===== src/rtl/sif_address_shifter.sv =====
// sif_address_shifter
// Serial address loader for the sensor-interface analog multiplexers.
// One frame holds N_TX transmit addresses and one receive address, with tx[0]
// in the most significant field and the receive address in the least
// significant field. The frame is shifted out on a divided SPI-style clock and
// closed with a latch strobe. In capacitive mode a frame with two equal transmit
// addresses is refused: the error flag is raised and done_o is pulsed, but no
// clock edge is issued.
// Every output is driven straight from a flop. Each output register is loaded
// with the value it must show in the following cycle.

module sif_address_shifter #(
  parameter int ADDR_W    = 4,
  parameter int N_TX      = 2,
  parameter int CLK_DIV   = 1,
  parameter int MSB_FIRST = 0
) (
  input  logic                         clk_i,
  input  logic                         rst_i,
  input  logic [N_TX*ADDR_W-1:0]       tx_add_i,
  input  logic [ADDR_W-1:0]            rx_add_i,
  input  logic                         en_i,
  input  logic                         mode_i,
  output logic                         spi_clk_o,
  output logic                         spi_data_o,
  output logic                         spi_latch_o,
  output logic                         busy_o,
  output logic                         done_o,
  output logic                         err_o,
  output logic [(N_TX+1)*ADDR_W-1:0]   spi_reg_mon
);

  localparam int FRAME_W = (N_TX + 1) * ADDR_W;
  localparam int CNT_W   = $clog2(FRAME_W + 1);
  localparam int DIV_W   = $clog2(2 * CLK_DIV + 1);

  // Divider phase constants. One bit lasts 2*CLK_DIV cycles. The clock is high
  // from phase DIV_HALF up to DIV_LAST.
  localparam logic [DIV_W-1:0] DIV_HALF   = DIV_W'(CLK_DIV);
  localparam logic [DIV_W-1:0] DIV_LAST   = DIV_W'(2 * CLK_DIV - 1);
  localparam logic [DIV_W-1:0] LATCH_LAST = DIV_W'(CLK_DIV - 1);
  localparam logic [DIV_W-1:0] DIV_ONE    = DIV_W'(1);
  localparam logic [CNT_W-1:0] CNT_LAST   = CNT_W'(FRAME_W - 1);
  localparam logic [CNT_W-1:0] CNT_ONE    = CNT_W'(1);

  typedef enum logic [1:0] {
    ST_IDLE  = 2'd0,
    ST_SHIFT = 2'd1,
    ST_LATCH = 2'd2,
    ST_DONE  = 2'd3
  } state_t;

  // Places tx[0] in the MSBs, tx[N_TX-1] just above the receive field, and
  // rx in the LSBs.
  function automatic logic [FRAME_W-1:0] pack_frame(
    input logic [N_TX*ADDR_W-1:0] tx,
    input logic [ADDR_W-1:0]      rx
  );
    logic [FRAME_W-1:0] f;
    f = '0;
    f[ADDR_W-1:0] = rx;
    for (int k = 0; k < N_TX; k++) begin
      f[FRAME_W-1-k*ADDR_W -: ADDR_W] = tx[k*ADDR_W +: ADDR_W];
    end
    return f;
  endfunction

  // Returns 1 when any two transmit channels hold the same address. Every
  // pair is compared, adjacent or not. With one channel the result is 0.
  function automatic logic has_duplicate(input logic [N_TX*ADDR_W-1:0] tx);
    logic dup;
    dup = 1'b0;
    for (int j = 0; j < N_TX; j++) begin
      for (int k = j + 1; k < N_TX; k++) begin
        if (tx[j*ADDR_W +: ADDR_W] == tx[k*ADDR_W +: ADDR_W]) begin
          dup = 1'b1;
        end else begin
          dup = dup;
        end
      end
    end
    return dup;
  endfunction

  // Returns the bit that goes out first from a register value.
  function automatic logic out_bit(input logic [FRAME_W-1:0] r);
    logic b;
    if (MSB_FIRST != 0) begin
      b = r[FRAME_W-1];
    end else begin
      b = r[0];
    end
    return b;
  endfunction

  state_t             state_r;
  logic [FRAME_W-1:0] spi_reg_r;
  logic [DIV_W-1:0]   div_r;
  logic [CNT_W-1:0]   cnt_r;
  logic               err_r;
  logic               spi_clk_r;
  logic               spi_data_r;
  logic               spi_latch_r;
  logic               busy_r;
  logic               done_r;

  logic [FRAME_W-1:0] frame_s;
  logic               dup_err_s;
  logic [FRAME_W-1:0] shifted_s;
  logic [DIV_W-1:0]   div_inc_s;

  // Builds the candidate frame and the duplicate check from the live inputs.
  // Both are used only on the cycle in which a request is accepted.
  always_comb begin
    frame_s   = pack_frame(tx_add_i, rx_add_i);
    dup_err_s = 1'b0;
    if (mode_i == 1'b0) begin
      dup_err_s = has_duplicate(tx_add_i);
    end else begin
      dup_err_s = 1'b0;
    end
  end

  // Computes the register value after one shift. The vacated bit is filled
  // with zero, so a fully shifted register reads as zero.
  always_comb begin
    shifted_s = spi_reg_r;
    if (MSB_FIRST != 0) begin
      shifted_s = spi_reg_r << 1;
    end else begin
      shifted_s = spi_reg_r >> 1;
    end
  end

  // Computes the next divider phase inside a bit or inside the latch window.
  always_comb begin
    div_inc_s = div_r + DIV_ONE;
  end

  // Control FSM. It also loads the output registers with next cycle's values.
  always_ff @(posedge clk_i) begin
    if (rst_i) begin
      state_r     <= ST_IDLE;
      spi_reg_r   <= '0;
      div_r       <= '0;
      cnt_r       <= '0;
      err_r       <= 1'b0;
      spi_clk_r   <= 1'b0;
      spi_data_r  <= 1'b0;
      spi_latch_r <= 1'b0;
      busy_r      <= 1'b0;
      done_r      <= 1'b0;
    end else begin
      case (state_r)
        ST_IDLE: begin
          div_r       <= '0;
          cnt_r       <= '0;
          spi_clk_r   <= 1'b0;
          spi_latch_r <= 1'b0;
          if (en_i) begin
            if (dup_err_s) begin
              // Refused frame: no load and no clocks. Report completion at once.
              state_r    <= ST_DONE;
              err_r      <= 1'b1;
              done_r     <= 1'b1;
              busy_r     <= 1'b0;
              spi_data_r <= 1'b0;
            end else begin
              // Accepted frame: the first data bit is valid from the first
              // SHIFT cycle, while the clock is still low.
              state_r    <= ST_SHIFT;
              spi_reg_r  <= frame_s;
              err_r      <= 1'b0;
              done_r     <= 1'b0;
              busy_r     <= 1'b1;
              spi_data_r <= out_bit(frame_s);
            end
          end else begin
            done_r     <= 1'b0;
            busy_r     <= 1'b0;
            spi_data_r <= 1'b0;
          end
        end

        ST_SHIFT: begin
          if (div_r == DIV_LAST) begin
            // Last high phase: shift on the falling edge of spi_clk_o.
            div_r     <= '0;
            spi_reg_r <= shifted_s;
            spi_clk_r <= 1'b0;
            if (cnt_r == CNT_LAST) begin
              state_r     <= ST_LATCH;
              cnt_r       <= '0;
              spi_latch_r <= 1'b1;
              spi_data_r  <= 1'b0;
            end else begin
              cnt_r      <= cnt_r + CNT_ONE;
              spi_data_r <= out_bit(shifted_s);
            end
          end else begin
            div_r <= div_inc_s;
            if (div_inc_s >= DIV_HALF) begin
              spi_clk_r <= 1'b1;
            end else begin
              spi_clk_r <= 1'b0;
            end
          end
        end

        ST_LATCH: begin
          spi_clk_r  <= 1'b0;
          spi_data_r <= 1'b0;
          if (div_r == LATCH_LAST) begin
            state_r     <= ST_DONE;
            div_r       <= '0;
            spi_latch_r <= 1'b0;
            busy_r      <= 1'b0;
            done_r      <= 1'b1;
          end else begin
            div_r       <= div_inc_s;
            spi_latch_r <= 1'b1;
          end
        end

        ST_DONE: begin
          // Exactly one DONE cycle, then back to IDLE. The error flag is held.
          state_r     <= ST_IDLE;
          done_r      <= 1'b0;
          busy_r      <= 1'b0;
          spi_clk_r   <= 1'b0;
          spi_data_r  <= 1'b0;
          spi_latch_r <= 1'b0;
        end

        default: begin
          state_r     <= ST_IDLE;
          div_r       <= '0;
          cnt_r       <= '0;
          spi_clk_r   <= 1'b0;
          spi_data_r  <= 1'b0;
          spi_latch_r <= 1'b0;
          busy_r      <= 1'b0;
          done_r      <= 1'b0;
        end
      endcase
    end
  end

  assign spi_clk_o   = spi_clk_r;
  assign spi_data_o  = spi_data_r;
  assign spi_latch_o = spi_latch_r;
  assign busy_o      = busy_r;
  assign done_o      = done_r;
  assign err_o       = err_r;
  assign spi_reg_mon = spi_reg_r;

endmodule


===== config.mk =====
export PLATFORM = sky130hd
export DESIGN_NAME = sif_address_shifter
export DESIGN_NICKNAME = d
export VERILOG_FILES = /design/src/rtl/sif_address_shifter.sv
export SDC_FILE = /design/constraint.sdc
export NUM_CORES = 1
export LEC_CHECK = 0
export ABC_AREA = 1
export BUFFER_PORTS_ARGS = -buffer_cell sky130_fd_sc_hd__buf_2
export CORE_ASPECT_RATIO = 1.25
export CORE_MARGIN = 2
export CORE_UTILIZATION = 54
export CTS_CLUSTER_SIZE = 20
export DETAILED_ROUTE_END_ITERATION = 6
export PLACE_DENSITY = 0.79
export SYNTH_ARGS = -nofsm -noshare
export SYNTH_HDL_FRONTEND = slang
export SYNTH_SLANG_ARGS = --single-unit

===== constraint.sdc =====
create_clock -name clk_i -period 1.75 [get_ports clk_i]
set_input_delay 0.0875 -clock clk_i [delete_from_list [all_inputs] [get_ports clk_i]]
set_output_delay 0.0875 -clock clk_i [all_outputs]
set_load 0.01 [all_outputs]

* After elaboration in Yosys (flattened, before gate mapping)
Index checks and enable logic that the tools add are counted.
** Word-level totals
- Flip-flop bits (word level) :: 26
- Word-level logic and storage cells :: 76
** Cells by class
- Reductions and logical operators :: 14
- Equal/unequal tests :: 11
- Multiplexer cells :: 38
- Magnitude comparators :: 1
- $add $sub $neg :: 2
** Operator list (count)
- two-way mux 12 bit :: 3
- one-hot mux 12 bit (2 select lines) :: 1
- two-way mux 1 bit :: 17
- two-way mux 2 bit :: 7
- one-hot mux 1 bit (3 select lines) :: 4
- inequality test 2 bit (second input constant) :: 5
- two-way mux 4 bit :: 2
- one-hot mux 2 bit (4 select lines) :: 1
- one-hot mux 4 bit (2 select lines) :: 1
- AND reduction 2 bit :: 4
- AND reduction 4 bit :: 2
- one-hot mux 2 bit (3 select lines) :: 1
- nonzero test 3 bit :: 2
- adder 4 x 1 -> 4 bit (second input constant) :: 1
- equality test 2 x 1 -> 1 bit (second input constant) :: 2
- equality test 2 bit (second input constant) :: 2
- equality test 4 bit :: 1
- equality test 4 bit (second input constant) :: 1
- zero test 2 bit :: 2
- OR reduction 2 bit :: 2
- OR reduction 3 bit :: 1
- adder 2 x 1 -> 2 bit (second input constant) :: 1
- >= comparator 2 x 1 -> 1 bit (second input constant) :: 1
- one-hot mux 1 bit (2 select lines) :: 1
- nonzero test 2 bit :: 1

* Depth between registers and ports, before layout
- Depth after elaboration :: 6
- Gate-level depth with buffers :: 11

* Worst setup path before layout
Ideal clock, no wire load.
- Path type :: reg2reg
- From :: reg state_r[0]
- To :: reg spi_reg_r[1] (netlist: spi_reg_mon[1])
- Arrival :: 1.379 ns
- Stages on the path, launching flop included :: 10
- Required time :: 1.637 ns
- Setup slack :: 0.258 ns
- Cell sequence :: dfxtp_1 -> inv_1 -> ha_1 -> o21ai_2 -> nor2_4 -> nand2_4 -> buf_6 -> nand2_1 -> nand2_1 -> nor2_1
** Between the ends
- Cells in the longest elaborated chain, start to end :: 3
** RTL lines
- start, declared :: line 96 : state_t state_r;
- start signal, assigned :: line 143 : state_r <= ST_IDLE;
- start signal, assigned :: line 163 : state_r <= ST_DONE;
- start signal, assigned :: line 171 : state_r <= ST_SHIFT;
- equality test 2 x 1 -> 1 bit or zero test 2 bit (tied branches) :: line 154 : case (state_r)
- inequality test 2 bit (no line) or nonzero test 2 bit (tied branches)
- AND reduction 4 bit (no line)
- end signal, assigned :: line 172 : spi_reg_r <= frame_s;
- end signal, assigned :: line 189 : spi_reg_r <= shifted_s;
- end, declared :: line 97 : logic [FRAME_W-1:0] spi_reg_r;
Parallel ways exist; a longest one is shown, timed or not.
A chain may end at the register's enable or synchronous reset.

* Worst setup path after layout
- From :: reg state_r[0]
- To :: reg state_r[0]
** Between the ends
- Cells in the longest elaborated chain, start to end :: 3
** RTL lines (line)
- equality test 2 bit (tied with other cells) :: 154
- inequality test 2 bit (no line)
- AND reduction 4 bit (no line)
Parallel ways exist; a longest one is shown, timed or not.

==> results.cfg <==
[run_status]
status = finished clean

[sta]
finClkSkew_ns = 0.00564
grt_setup_unrepaired = no
slew_violations = 0
slew_headroom_pct = 67.9
fin_crit_ns = 1.63
tightest_slew_ns = 0.480
hold_ws_ns = 0.0304
finalSetupTns_ns = 0
finalHoldViolCount = 0
finalSetupViolCount = 0
fmax_mhz = 615
setup_ws_ns = 0.124
period_share_pct = 92.9

[finish]
fillers = 295
final_core_util_pct = 64.3
mostFrequentLayoutCells = nand2_1 (57), inv_1 (33), nor2_1 (33), buf_2 (33), dfxtp_1 (24)
final_common_cell = nand2_1
fin_cells = 304
regArea_um2 = 523
nets = 299
antenna_cells = 0
multi_input_area_um2 = 917
areaGrowthSynthToFinish_pct = 15.6
drive_above_1_share_pct = 22.4

[synthesis]
syn-instance-count = 234
mappedNetlistNets = 263
ys_ff_latch = 26
syn_avg_cell_area_um2 = 6.81
ys_types = 28
syn_area_mm2 = 0.00159
yosysWarnings = 0
seq_area_frac_synth_pct = 32.7

[global_route]
grt.busiest_layer = met2
globalRouteMet3Util_pct = 2.53
grt_util_met1_pct = 22.5
track_usage_pct = 20.4
overflow = 0
grt_max_degree = 21
antenna_found_initial = 0
grt_pass1_vias = 1313
grt_pass1_wl_mm = 5.26
gr-usage-met2_pct = 37.3

[detailed_routing]
vias = 1499
viasPerCell = 4.93
wl_per_cell_um = 10.8
first_iter_violations = 25
drt_wl_total_mm = 3.27
first_pass_iters = 4
ant_nets = 0
drc = 0

[floorplanning]
dieArea_mm2 = 0.00340
core_mm2 = 0.00286
die_y_um = 64.7
rows = 22
ios = 34
start_util_pct = 55.6
fp.dieW_um = 52.6

[setup_path]
ff2ff_setup_slack_ns = 0.12
cp.required_ns = 1.97
r2r-start = state_r[0]
critPathKind = register to register
reg2reg_depth = 7
reg2reg_to = state_r[0]
crit_arrival_ns = 1.84
cp-end-kind = register
cp-start-kind = register
crit_path_max_fanout = 6

[clock_tree]
cts.sinks = 26
cts_buffer_depth = 2
root_buffer = clkbuf_4
htreeDepth = 1
clk_pin_slew_ns = 0.13
clkLatencyLatePin_ns = 0.32
cts_tree = done
numCtsBuffers = 3
hold_buffers = 0

[worst_hold_path]
hp-class = input port to register
min_from = rst_i
hold-path-endpoint = div_r[1]
min_path_cells = 2

[placement]
dpl.hpwl_mm = 2.54
place_ws_ns = 0.0600
gp_congestion = 0.960
portBuffers = 33
dpl.cell_count = 299

[power]
p_per_area_mw_per_mm2 = 1400
power.leakage_nw = 0.940
ir_worst_vdd_uv = 947

[run]
cap_violations = 0
==> per-stage QoR <==
step	total power [mW]	instance area [um^2]
6_report	2.58	1840
3_5_place_dp	2.23	1780
2_1_floorplan	1.94	1590
3_3_place_gp	2.21	1780
4_1_cts	2.48	1800
5_1_grt	2.83	1840
==> cells by family after synthesis <==
logic type / count (synthesis) / share of synthesized area [%]
simple gates: 119 / 33.8
buf+inv: 42 / 11.4
xor+xnor: 1 / 0.550
compound gates: 33 / 11.4
fa+ha+maj: 13 / 10.2
flops: 26 / 32.7
==> how the worst max path moves through the flow <==
stage	to	depth (start not counted)	startpoint
CTS	spi_reg_mon[3]	8	state_r[0]
finish	state_r[0]	7	state_r[0]
global placement	spi_reg_mon[1]	8	state_r[0]
floorplan	spi_reg_mon[1]	9	state_r[0]
detailed placement	spi_reg_mon[3]	8	state_r[0]
global route	state_r[0]	7	state_r[0]
==> critical path: stages (launching register included) <==
cell,delay (ns)
dfxtp_2,0.38
inv_1,0.12
ha_1,0.25
inv_1,0.08
nor2_1,0.35
nor3_2,0.10
o21ai_0,0.19
nor2_1,0.06
==> registers in the layout (all words and copies together) (netlist names) <==
name,count
div_r,2
spi_clk_o,1
done_o,1
spi_latch_o,1
spi_data_o,1
err_o,1
spi_reg_mon,12
cnt_r,4
state_r,2
busy_o,1
==> cells in the mapped netlist (all sizes together) <==
cell | number | area [um^2]
xor2 | 1 | 8.76
nor4 | 1 | 6.26
or2 | 2 | 12.5
nor2 | 37 | 164
nand3 | 8 | 40.0
o211ai | 1 | 7.51
nor3 | 5 | 25.0
dfxtp | 26 | 521
nand4 | 5 | 46.3
a21boi | 2 | 15.0
a22o | 1 | 8.76
ha | 13 | 163
a21oi | 12 | 60.1
buf | 7 | 50.1
nand2 | 61 | 244
a31oi | 1 | 6.26
inv | 35 | 131
o21ai | 16 | 83.8
==> per-layer routing <==
layer	share of wire (%)	up-vias
li1	-	796
met1	44	658
met2	50	34
met3	3.1	11
met4	2.8	0
met5	0	-
==> final cells by class <==
type	count	share of cell area (%)
multi-input combinational	166	49.8
timing repair buffer	38	11.0
sequential	26	28.4
inverter	35	7.13
tap	36	2.45
clock buffer	3	1.22
==> where the power goes <==
group	internal (mW)	switching (mW)
Combinational	0.578	0.884
Clock	0.0807	0.167
Sequential	0.763	0.109
==> what timing repair did <==
action,4_1_cts,5_1_grt
endpoints found under the setup margin,0,13
setup buffers,0,2
hold endpoints to repair,0,0
resized for setup,0,7
No activity file was read; power rests on OpenSTA's default activity.
